$ cat src/rtl/pwm_multichannel.sv
// Multi-channel PWM generator: shared prescaled counter (edge or centre aligned),
// per-channel shadowed duty compare, output enable/inversion and period-end strobe.
module pwm_multichannel #(
  parameter  int unsigned NUM_CH  = 16,
  parameter  int unsigned RES     = 8,
  parameter  int unsigned PRESC_W = 12,
  localparam int unsigned CH_W    = (NUM_CH > 1) ? $clog2(NUM_CH) : 1
) (
  input  logic               clk,
  input  logic               rst,
  input  logic               ena,
  input  logic [PRESC_W-1:0] prescale,
  input  logic               center_mode,
  input  logic [NUM_CH-1:0]  out_en,
  input  logic [NUM_CH-1:0]  pwm_en,
  input  logic [NUM_CH-1:0]  invert,
  input  logic               duty_wr,
  input  logic [CH_W-1:0]    duty_wr_ch,
  input  logic [RES-1:0]     duty_wr_data,
  output logic               period_end,
  output logic [NUM_CH-1:0]  out
);

  localparam logic [RES-1:0] MAX = {RES{1'b1}};
  localparam logic [RES-1:0] ONE = RES'(1);

  logic [PRESC_W-1:0] presc_cnt_q, presc_cnt_d;
  logic [RES-1:0]     cnt_q, cnt_d;
  logic               dir_q, dir_d;
  logic               mode_q, mode_d;
  logic [RES-1:0]     shadow_q [NUM_CH];
  logic [RES-1:0]     shadow_d [NUM_CH];
  logic [RES-1:0]     active_q [NUM_CH];
  logic [RES-1:0]     active_d [NUM_CH];
  logic [NUM_CH-1:0]  out_q, out_d;
  logic               period_end_q, period_end_d;

  logic [PRESC_W-1:0] presc_n;
  logic               mode_chg;
  logic               tick;
  logic               boundary;
  logic               wr_ok;

  always_comb begin
    presc_cnt_d  = presc_cnt_q;
    cnt_d        = cnt_q;
    dir_d        = dir_q;
    mode_d       = center_mode;
    shadow_d     = shadow_q;
    active_d     = active_q;
    out_d        = '0;
    boundary     = 1'b0;
    mode_chg     = (center_mode != mode_q);
    presc_n      = (prescale == '0) ? PRESC_W'(1) : prescale;
    // >= keeps the divider from running away if prescale shrinks mid-count
    tick         = ena && !mode_chg && (presc_cnt_q >= (presc_n - PRESC_W'(1)));
    wr_ok        = duty_wr && (32'(duty_wr_ch) < NUM_CH);

    if (wr_ok) begin
      shadow_d[duty_wr_ch] = duty_wr_data;
    end

    if (mode_chg) begin
      presc_cnt_d = '0;
      cnt_d       = '0;
      dir_d       = 1'b0;
    end else if (ena) begin
      presc_cnt_d = tick ? '0 : presc_cnt_q + PRESC_W'(1);
      if (tick) begin
        if (!mode_q) begin
          cnt_d    = cnt_q + ONE;
          dir_d    = 1'b0;
          boundary = (cnt_q == MAX);
        end else if (!dir_q) begin
          if (cnt_q == MAX) begin
            cnt_d = MAX - ONE;
            dir_d = 1'b1;
          end else begin
            cnt_d = cnt_q + ONE;
          end
        end else begin
          cnt_d = cnt_q - ONE;
          if (cnt_q == ONE) begin
            dir_d    = 1'b0;
            boundary = 1'b1;
          end
        end
      end
    end

    // Reload from shadow_d so a write on the boundary cycle lands in the new period
    if (boundary) begin
      active_d = shadow_d;
    end

    for (int i = 0; i < int'(NUM_CH); i++) begin
      if (ena && out_en[i]) begin
        out_d[i] = (pwm_en[i] ? ((active_q[i] == MAX) || (cnt_q < active_q[i])) : 1'b1)
                   ^ invert[i];
      end
    end

    period_end_d = boundary;
  end

  always_ff @(posedge clk) begin
    if (rst) begin
      presc_cnt_q  <= '0;
      cnt_q        <= '0;
      dir_q        <= 1'b0;
      mode_q       <= center_mode;
      shadow_q     <= '{default: '0};
      active_q     <= '{default: '0};
      out_q        <= '0;
      period_end_q <= 1'b0;
    end else begin
      presc_cnt_q  <= presc_cnt_d;
      cnt_q        <= cnt_d;
      dir_q        <= dir_d;
      mode_q       <= mode_d;
      shadow_q     <= shadow_d;
      active_q     <= active_d;
      out_q        <= out_d;
      period_end_q <= period_end_d;
    end
  end

  assign out        = out_q;
  assign period_end = period_end_q;

endmodule

$ cat config.mk
export PLATFORM = sky130hd
export DESIGN_NAME = pwm_multichannel
export DESIGN_NICKNAME = d
export VERILOG_FILES = /design/src/rtl/pwm_multichannel.sv
export SDC_FILE = /design/constraint.sdc
export NUM_CORES = 1
export LEC_CHECK = 0
export ABC_AREA = 0
export CORE_ASPECT_RATIO = 1.1
export CORE_MARGIN = 2
export CORE_UTILIZATION = 52
export CTS_BUF_LIST = sky130_fd_sc_hd__clkbuf_4
export DETAILED_ROUTE_END_ITERATION = 6
export GPL_TIMING_DRIVEN = 1
export PLACE_DENSITY = 0.72
export REMOVE_ABC_BUFFERS = 1
export SYNTH_ARGS = -nofsm -noshare
export SYNTH_HDL_FRONTEND = slang
export SYNTH_SLANG_ARGS = --single-unit
$ cat constraint.sdc
create_clock -name clk -period 6.5 [get_ports clk]
set_input_delay 0.65 -clock clk [delete_from_list [all_inputs] [get_ports clk]]
set_output_delay 0.65 -clock clk [all_outputs]
set_load 0.05 [all_outputs]
==> summary.md, run 1 <==
| Metric | Value |
|---|---|
| Post-synth cell types | `50` |
| Crit-path max FO | `147` |
| # rows | `63` |
| PnR Total Power | `0.003635 W` |
| Layout net count | `1914` |
| Global-route usage over all layers | `24.81%` |
| Max capacitance violation total | `0` |
| Hold_ws | `0.4118 ns` |
| Status | `finished, final reports clean` |
| Fin. max-slew vios | `0` |
| NetSw | `0.0008729 W` |
| Post-synthesis cell area | `14340 um2` |
| Routed Wire Length | `35140 um` |
| Clock Path Buffers | `3` |
| FFs w/ async S/R, synth | `0%` |
| Primary FF master, synth | `dfxtp_1` |
| Largest net degree at the start of global routing | `214` |
| Hold WC Path Type | `in -> reg` |
| GR Overflow Total | `0` |
| P_int | `0.002762 W` |
| Clock skew | `0.04679 ns` |
| Layout cells sized above 1 | `8.348%` |
| FILL cells | `2368` |
| Most frequent cells in the layout | `dfxtp_1 (295), nor2_1 (166), nand2_1 (164), ha_1 (129), inv_1 (122)` |
| Io pins | `94` |
| Hold Startpoint | `rst` |
| Hold Buf Count CTS | `0` |
| CTS tree | `built` |
| Commonest non-fill, non-tap cell in the layout | `dfxtp_1` |
| Sw Share | `24.02%` |
| Sequential element share of the synthesized area | `41.19%` |
| Area delta synth->final | `14.72%` |
| Post-DP HPWL | `21650 um` |
| Maximum vdd drop | `0.08837 mV` |
| Slew HR | `20.88%` |
| CP max stage delay | `0.63 ns` |
| Vias per cell | `5.519` |
| Clk slew on worst S/H paths | `0.06 ns` |
| DR DRC count | `0` |
| Static leakage | `6.496 nW` |
| Worst Setup Start Kind | `input pin` |
| Vias post-DR | `11690` |
| Vias in the first global route | `11460` |
| Post CTS Setup Buffer Count | `0` |
| Core region area | `27040 um2` |
| Post-Syn Area per Cell | `8.939 um2` |
| EDFF count, synth | `0` |
| Initial core utilization | `53.03%` |
| Die height | `178.2 um` |
| Type of destination of the critical path | `register` |
| Post-DRT Antenna Nets | `0` |
| Root Buffer | `clkbuf_4` |
| Final Hold Violating Endpoints | `0` |
| Fmax | `0.2085 GHz` |
| Synth warn | `0` |
| Initial antenna violation count | `3` |
| Post-placement cell area | `15480 um2` |
| Worst r2r src | `presc_cnt_q[11]` |
| Arr. time, crit path | `5.37 ns` |
| Die width | `162.3 um` |
| Unrepaired setup endpoints after global routing | `false` |
| Worst-path cell chain | `clkdlybuf4s50_1 -> or4_1 -> nor4_1 -> a21oi_1 -> ha_1 -> inv_1 -> or3_1 -> or4_1 -> xor2_1 -> ha_1 -> and4_1 -> nand3_1 -> or4_1 -> a211oi_4 -> buf_12 -> nand2_1 -> o31ai_1` |
| Clk Latency, worst-skew pair | `0.68 ns` |
| PD cells | `220.9 nW/um2` |
| Final non-filler cell area | `16450 um2` |
| Logic pwr share | `5.6%` |
| H-tree levels | `3` |
| Setup crit start | `prescale[2]` |
| Most used cell, CP | `or4_1` |
| Global-route wire length before repair | `57500 um` |
| Clock sink total | `295` |
| Final Critical Period | `4.795 ns` |
| FF+latch count, synth | `295` |
| DRT iter0 DRCs | `886` |
| Die area | `28920 um2` |
| Post-CTS Resized | `0` |
| Sequential power share | `50.3%` |
| Total CTS buffers | `77` |
| Final setup violation count | `0` |
| RePlAce Congestion | `0.8391` |
| Cells after Synth | `1604` |
| Clock share of power | `44.1%` |
| Final worst path period share | `73.77%` |
| Slew of the pin with the lowest slew margin | `1.183 ns` |
| Crit path required time | `7.07 ns` |
| First-pass iteration count of the detailed router | `7` |
| PortBufs | `93` |
| DR WL/cell | `16.58 um` |
| CP Class | `in -> reg` |
| CP max-delay cell | `or4_1` |
area by class of cell:
class | instances | area [um2] | area share (%)
antenna | 1 | 2.502 | 0.01521
multi-input combinational | 1103 | 7582 | 46.09
clock buffer | 117 | 878.3 | 5.340
inverter | 122 | 457.9 | 2.784
tap | 357 | 446.7 | 2.715
sequential | 295 | 5906 | 35.90
timing repair buffer | 109 | 1090 | 6.625
clock inverter | 15 | 86.33 | 0.5248
power groups by stage:
| stage | combinational [W] | sequential, W | clock (W) |
|---|---|---|---|
| after global placement | 0.000200 | 0.00187 | 0 |
| after CTS | 0.000203 | 0.00183 | 0.00164 |
| after detailed placement | 0.000202 | 0.00187 | 0 |
| after global routing | 0.000219 | 0.00183 | 0.00175 |
| final | 0.000204 | 0.00183 | 0.00160 |
| after floorplan | 0.0000650 | 0.00188 | 0 |
per-stage QoR:
stage                     util, %  TNS, ns  instances  setup WS [ns]
after floorplan                 -  -638.38       1520         -5.134
final                       60.84        0       2119          1.705
after global placement      57.26        0       1986          1.231
after detailed placement    57.26        0       1986          1.082
after CTS                   60.83        0       2118          1.776
after global routing        60.84        0       2119          1.402
per-layer routing:
metal  vias up  share of wire, %  track usage, %
li1       5888                 -               -
met1      5490                46           31.48
met2       261                47           42.55
met3        53               5.0           4.790
met4         2               1.8           8.038
met5         -             0.031               0
flip-flops by register name (all words and copies together), names as in the netlist:
register / cells
presc_cnt_q: 12
cnt_q: 8
out: 16
period_end: 1
shadow_q: 128
mode_q: 1
dir_q: 1
active_q: 128
Yosys cell counts (all sizes together) (3+ instances only):
library cell	count	area, um2
a211oi	11	87.58
a21o	32	240.2
a21oi	46	230.2
a221o	9	90.09
a31oi	11	68.82
and3	18	112.6
and4	3	26.28
and4b	11	110.1
buf	30	200.2
clkbuf	54	202.7
dfxtp	295	5906
ha	129	1614
inv	122	457.9
mux2i	121	1211
nand2	164	615.6
nand2b	41	256.5
nand3	17	85.08
nand3b	4	30.03
nand4	46	287.8
nor2	166	623.1
nor2b	5	31.28
nor3	16	80.08
nor4	4	31.28
o21ai	65	325.3
o31ai	112	840.8
o32ai	7	61.31
or2	7	43.79
or3	6	37.54
or4	6	48.80
xnor2	17	148.9
xor2	11	96.34
critical path: cells and delay by family:
kind	cells	cell delay, ns
and+or+nand+nor	8	2.18
buffers and inverters	3	1.11
AOI/OAI and AO/OA	3	0.66
adders and majority gates	2	0.50
xor gates and xnor gates	1	0.16
kinds of logic (layout without fill, tap and decap cells):
logic type	count (synthesis)	in the layout	synth area share (%)
DFF	295	295	41.19
buffers and inverters	206	363	6.003
and+or+nand+nor	518	518	17.07
muxes	121	121	8.447
AOI/OAI and AO/OA	307	307	14.33
xor gates and xnor gates	28	28	1.710
adders and majority gates	129	129	11.26
other	0	1	0
worst paths after layout:
path | endpoint | slack (ns) | cells past startpoint
setup / recovery | active_q[68] | 1.70 | 17
hold / removal | shadow_q[1] | 0.41 | 2
setup reg to reg | active_q[68] | 3.61 | 8
hold reg to reg | shadow_q[122] | 0.47 | 2
(Power assumes the default switching activity.)
==> run 2, diff against run 1 <==
Clock period 6.5 ns to 5 ns, I/O delays scaled along.
==> run 2 against run 1 <==
Clock skew grew 0.021 ns. Worst setup slack got worse by 1.0 ns. Sequential power increased by 30%. Combinational power up 31%. Die area stayed put. Highest routed layer is now met4. Worst hold slack got worse by 0.038 ns.
==> summary.md, run 2 (synthesis results as in run 1) <==
| Metric | Value |
|---|---|
| Fin. max-slew vios | `0 (unchanged)` |
| Global-route usage over all layers | `24.58% (-0.23 points)` |
| Logic pwr share | `5.7% (about the same)` |
| Unrepaired setup endpoints after global routing | `false` |
| Clk slew on worst S/H paths | `0.06 ns (about the same)` |
| Die height | `178.2 um (unchanged)` |
| Slew of the pin with the lowest slew margin | `1.116 ns (-0.06715 ns)` |
| Layout cells sized above 1 | `8.969% (+0.62 points)` |
| CTS tree | `built` |
| Hold Startpoint | `out_en[2]` |
| Type of destination of the critical path | `register` |
| Vias per cell | `5.523 (about the same)` |
| DR WL/cell | `16.44 um (-0.87%)` |
| Initial core utilization | `53.03% (unchanged)` |
| Total CTS buffers | `80 (+3.9%)` |
| Worst Setup Start Kind | `input pin` |
| DRT iter0 DRCs | `833 (-6.0%)` |
| Hold WC Path Type | `in -> reg` |
| Pre-CTS WS | `0.01973 ns (-1.062 ns)` |
| Commonest non-fill, non-tap cell in the layout | `dfxtp_1` |
| Slew HR | `25.37% (+4.5 points)` |
| Core region area | `27040 um2 (unchanged)` |
| PortBufs | `93 (unchanged)` |
| Clk Latency, worst-skew pair | `0.71 ns (+0.03 ns)` |
| Status | `finished, final reports clean` |
| Worst R2R Setup Slack | `2.15 ns (-1.46 ns)` |
| H-tree levels | `3 (unchanged)` |
| Crit-path max FO | `45 (-69%)` |
| Max capacitance violation total | `0 (unchanged)` |
| Layout net count | `1933 (+0.99%)` |
| Die width | `162.3 um (unchanged)` |
| Post-DRT Antenna Nets | `0 (unchanged)` |
| Most frequent cells in the layout | `dfxtp_1 (295), nor2_1 (166), nand2_1 (164), ha_1 (129), inv_1 (122)` |
| Post CTS Setup Buffer Count | `0 (unchanged)` |
| Root Buffer | `clkbuf_4` |
| Sw Share | `24.77% (+0.75 points)` |
| Post-DP HPWL | `22070 um (+2.0%)` |
| Post-placement cell area | `15670 um2 (+1.2%)` |
| Global-route wire length before repair | `57040 um (-0.82%)` |
| P_int | `0.003518 W (+27%)` |
| Maximum vdd drop | `0.1559 mV (+76%)` |
| First-pass iteration count of the detailed router | `5 (-2)` |
| Final worst path period share | `86.20%` |
| Routed Wire Length | `35220 um (+0.20%)` |
| Die area | `28920 um2 (unchanged)` |
| GR Overflow Total | `0 (unchanged)` |
| Static leakage | `6.594 nW (+1.5%)` |
| Final setup violation count | `0 (unchanged)` |
| Largest net degree at the start of global routing | `160 (-25%)` |
| NetSw | `0.001159 W (+33%)` |
| Clock sink total | `295 (unchanged)` |
| DR DRC count | `0 (unchanged)` |
| Clock skew | `0.06788 ns (+0.02109 ns)` |
| PD cells | `281.4 nW/um2 (+27%)` |
| FILL cells | `2377 (+0.38%)` |
| Hold Path Sink | `out[2]` |
| Hold_ws | `0.3742 ns (-0.03759 ns)` |
| Setup slack after layout | `0.6900 ns (-1.015 ns)` |
| Fmax | `0.2320 GHz` |
| Arr. time, crit path | `4.82 ns (-0.55 ns)` |
| Sequential power share | `50.8% (+0.5 points)` |
| Final Critical Period | `4.310 ns` |
| CP Class | `in -> reg` |
| WHS Path Cells | `2 (unchanged)` |
| Io pins | `94 (unchanged)` |
| Post-CTS Resized | `0 (unchanged)` |
| # rows | `63 (unchanged)` |
| RePlAce Congestion | `0.8616 (+2.7%)` |
| Vias in the first global route | `11720 (+2.2%)` |
| Clock share of power | `43.5% (-0.6 points)` |
| Crit path required time | `5.51 ns (-1.56 ns)` |
| Clock Path Buffers | `3 (unchanged)` |
| Hold Buf Count CTS | `0 (unchanged)` |
| Final Hold Violating Endpoints | `0 (unchanged)` |
| Area delta synth->final | `15.92%` |
| Worst r2r dst | `active_q[82]` |
| Register-to-Register Path Depth | `8 (unchanged)` |
| Final non-filler cell area | `16620 um2 (+1.0%)` |
| Vias post-DR | `11830 (+1.2%)` |
| Worst r2r src | `cnt_q[6]` |
| Initial antenna violation count | `1 (-2)` |
[run 2: cell count changes in the layout (fill, tap and decap cells not counted)]
cell / previous run / this run
buf_12: 3 / 8
buf_4: 13 / 24
clkbuf_4: 117 / 105
clkinv_1: 13 / 23
clkinv_2: 0 / 5
clkinv_4: 0 / 1
clkinvlp_4: 1 / 0
inv_2: 0 / 4
[run 2: through the flow]
| stage | instances | utilization (%) | power [W] | TNS (ns) |
|---|---|---|---|---|
| final | 2142 | 61.47 | 0.004677 | 0 |
| after detailed placement | 2002 | 57.94 | 0.002694 | 0 |
| after global routing | 2142 | 61.47 | 0.004883 | 0 |
| after CTS | 2141 | 61.47 | 0.004738 | 0 |
| after global placement | 2002 | 57.94 | 0.002691 | 0 |
| after floorplan | 1520 | - | 0.002526 | -812.53 |
[run 2: layout make-up]
cell class / count / area [um2] / area share [%]
flip-flops and latches: 295 / 5906 / 35.53
inverters: 122 / 457.9 / 2.755
repair buffers: 125 / 1272 / 7.656
well taps: 357 / 446.7 / 2.687
multi-input cells: 1103 / 7582 / 45.62
clock buffers: 105 / 788.3 / 4.743
diodes: 1 / 2.502 / 0.01506
clock inverters: 34 / 165.2 / 0.9937
[run 2: per-layer routing]
metal | GRT usage, % | vias to the layer above | wire length (um)
met1 | 31.69 | 5510 | 16000
met3 | 4.162 | 67 | 2068
met2 | 41.47 | 319 | 16280
met5 | 0 | - | 0
li1 | - | 5934 | -
met4 | 9.071 | 0 | 868
[run 2: power groups by stage]
stage | clock (W) | sequential, W | combinational, W
finish | 0.00203 | 0.00238 | 0.000268
CTS | 0.00209 | 0.00237 | 0.000269
global route | 0.00222 | 0.00237 | 0.000287
detailed placement | 0 | 0.00243 | 0.000266
global placement | 0 | 0.00243 | 0.000264
floorplan | 0 | 0.00244 | 0.0000845
[run 2: how the worst max path moves through the flow]
stage,slack (ns),startpoint,cells after the start,endpoint
finish,0.69,prescale[4],17,active_q[82]
global route,0.39,prescale[4],18,active_q[82]
CTS,0.73,prescale[4],18,active_q[1]
detailed placement,0.02,prescale[4],18,active_q[98]
global placement,0.13,prescale[4],17,active_q[101]
floorplan,-6.48,prescale[3],14,active_q[0]
[run 2: worst max-delay path, stage by stage]
cell and delay (ns):
clkdlybuf4s50_1 0.51, or4_1 0.17, nor4_1 0.08, a21oi_1 0.20
ha_1 0.22, inv_1 0.07, or3_1 0.37, or4_1 0.42
xor2_1 0.16, ha_1 0.29, and4_1 0.22, nand3_1 0.12
or4_1 0.62, a211oi_4 0.27, buf_12 0.24, buf_12 0.24
o31ai_1 0.10
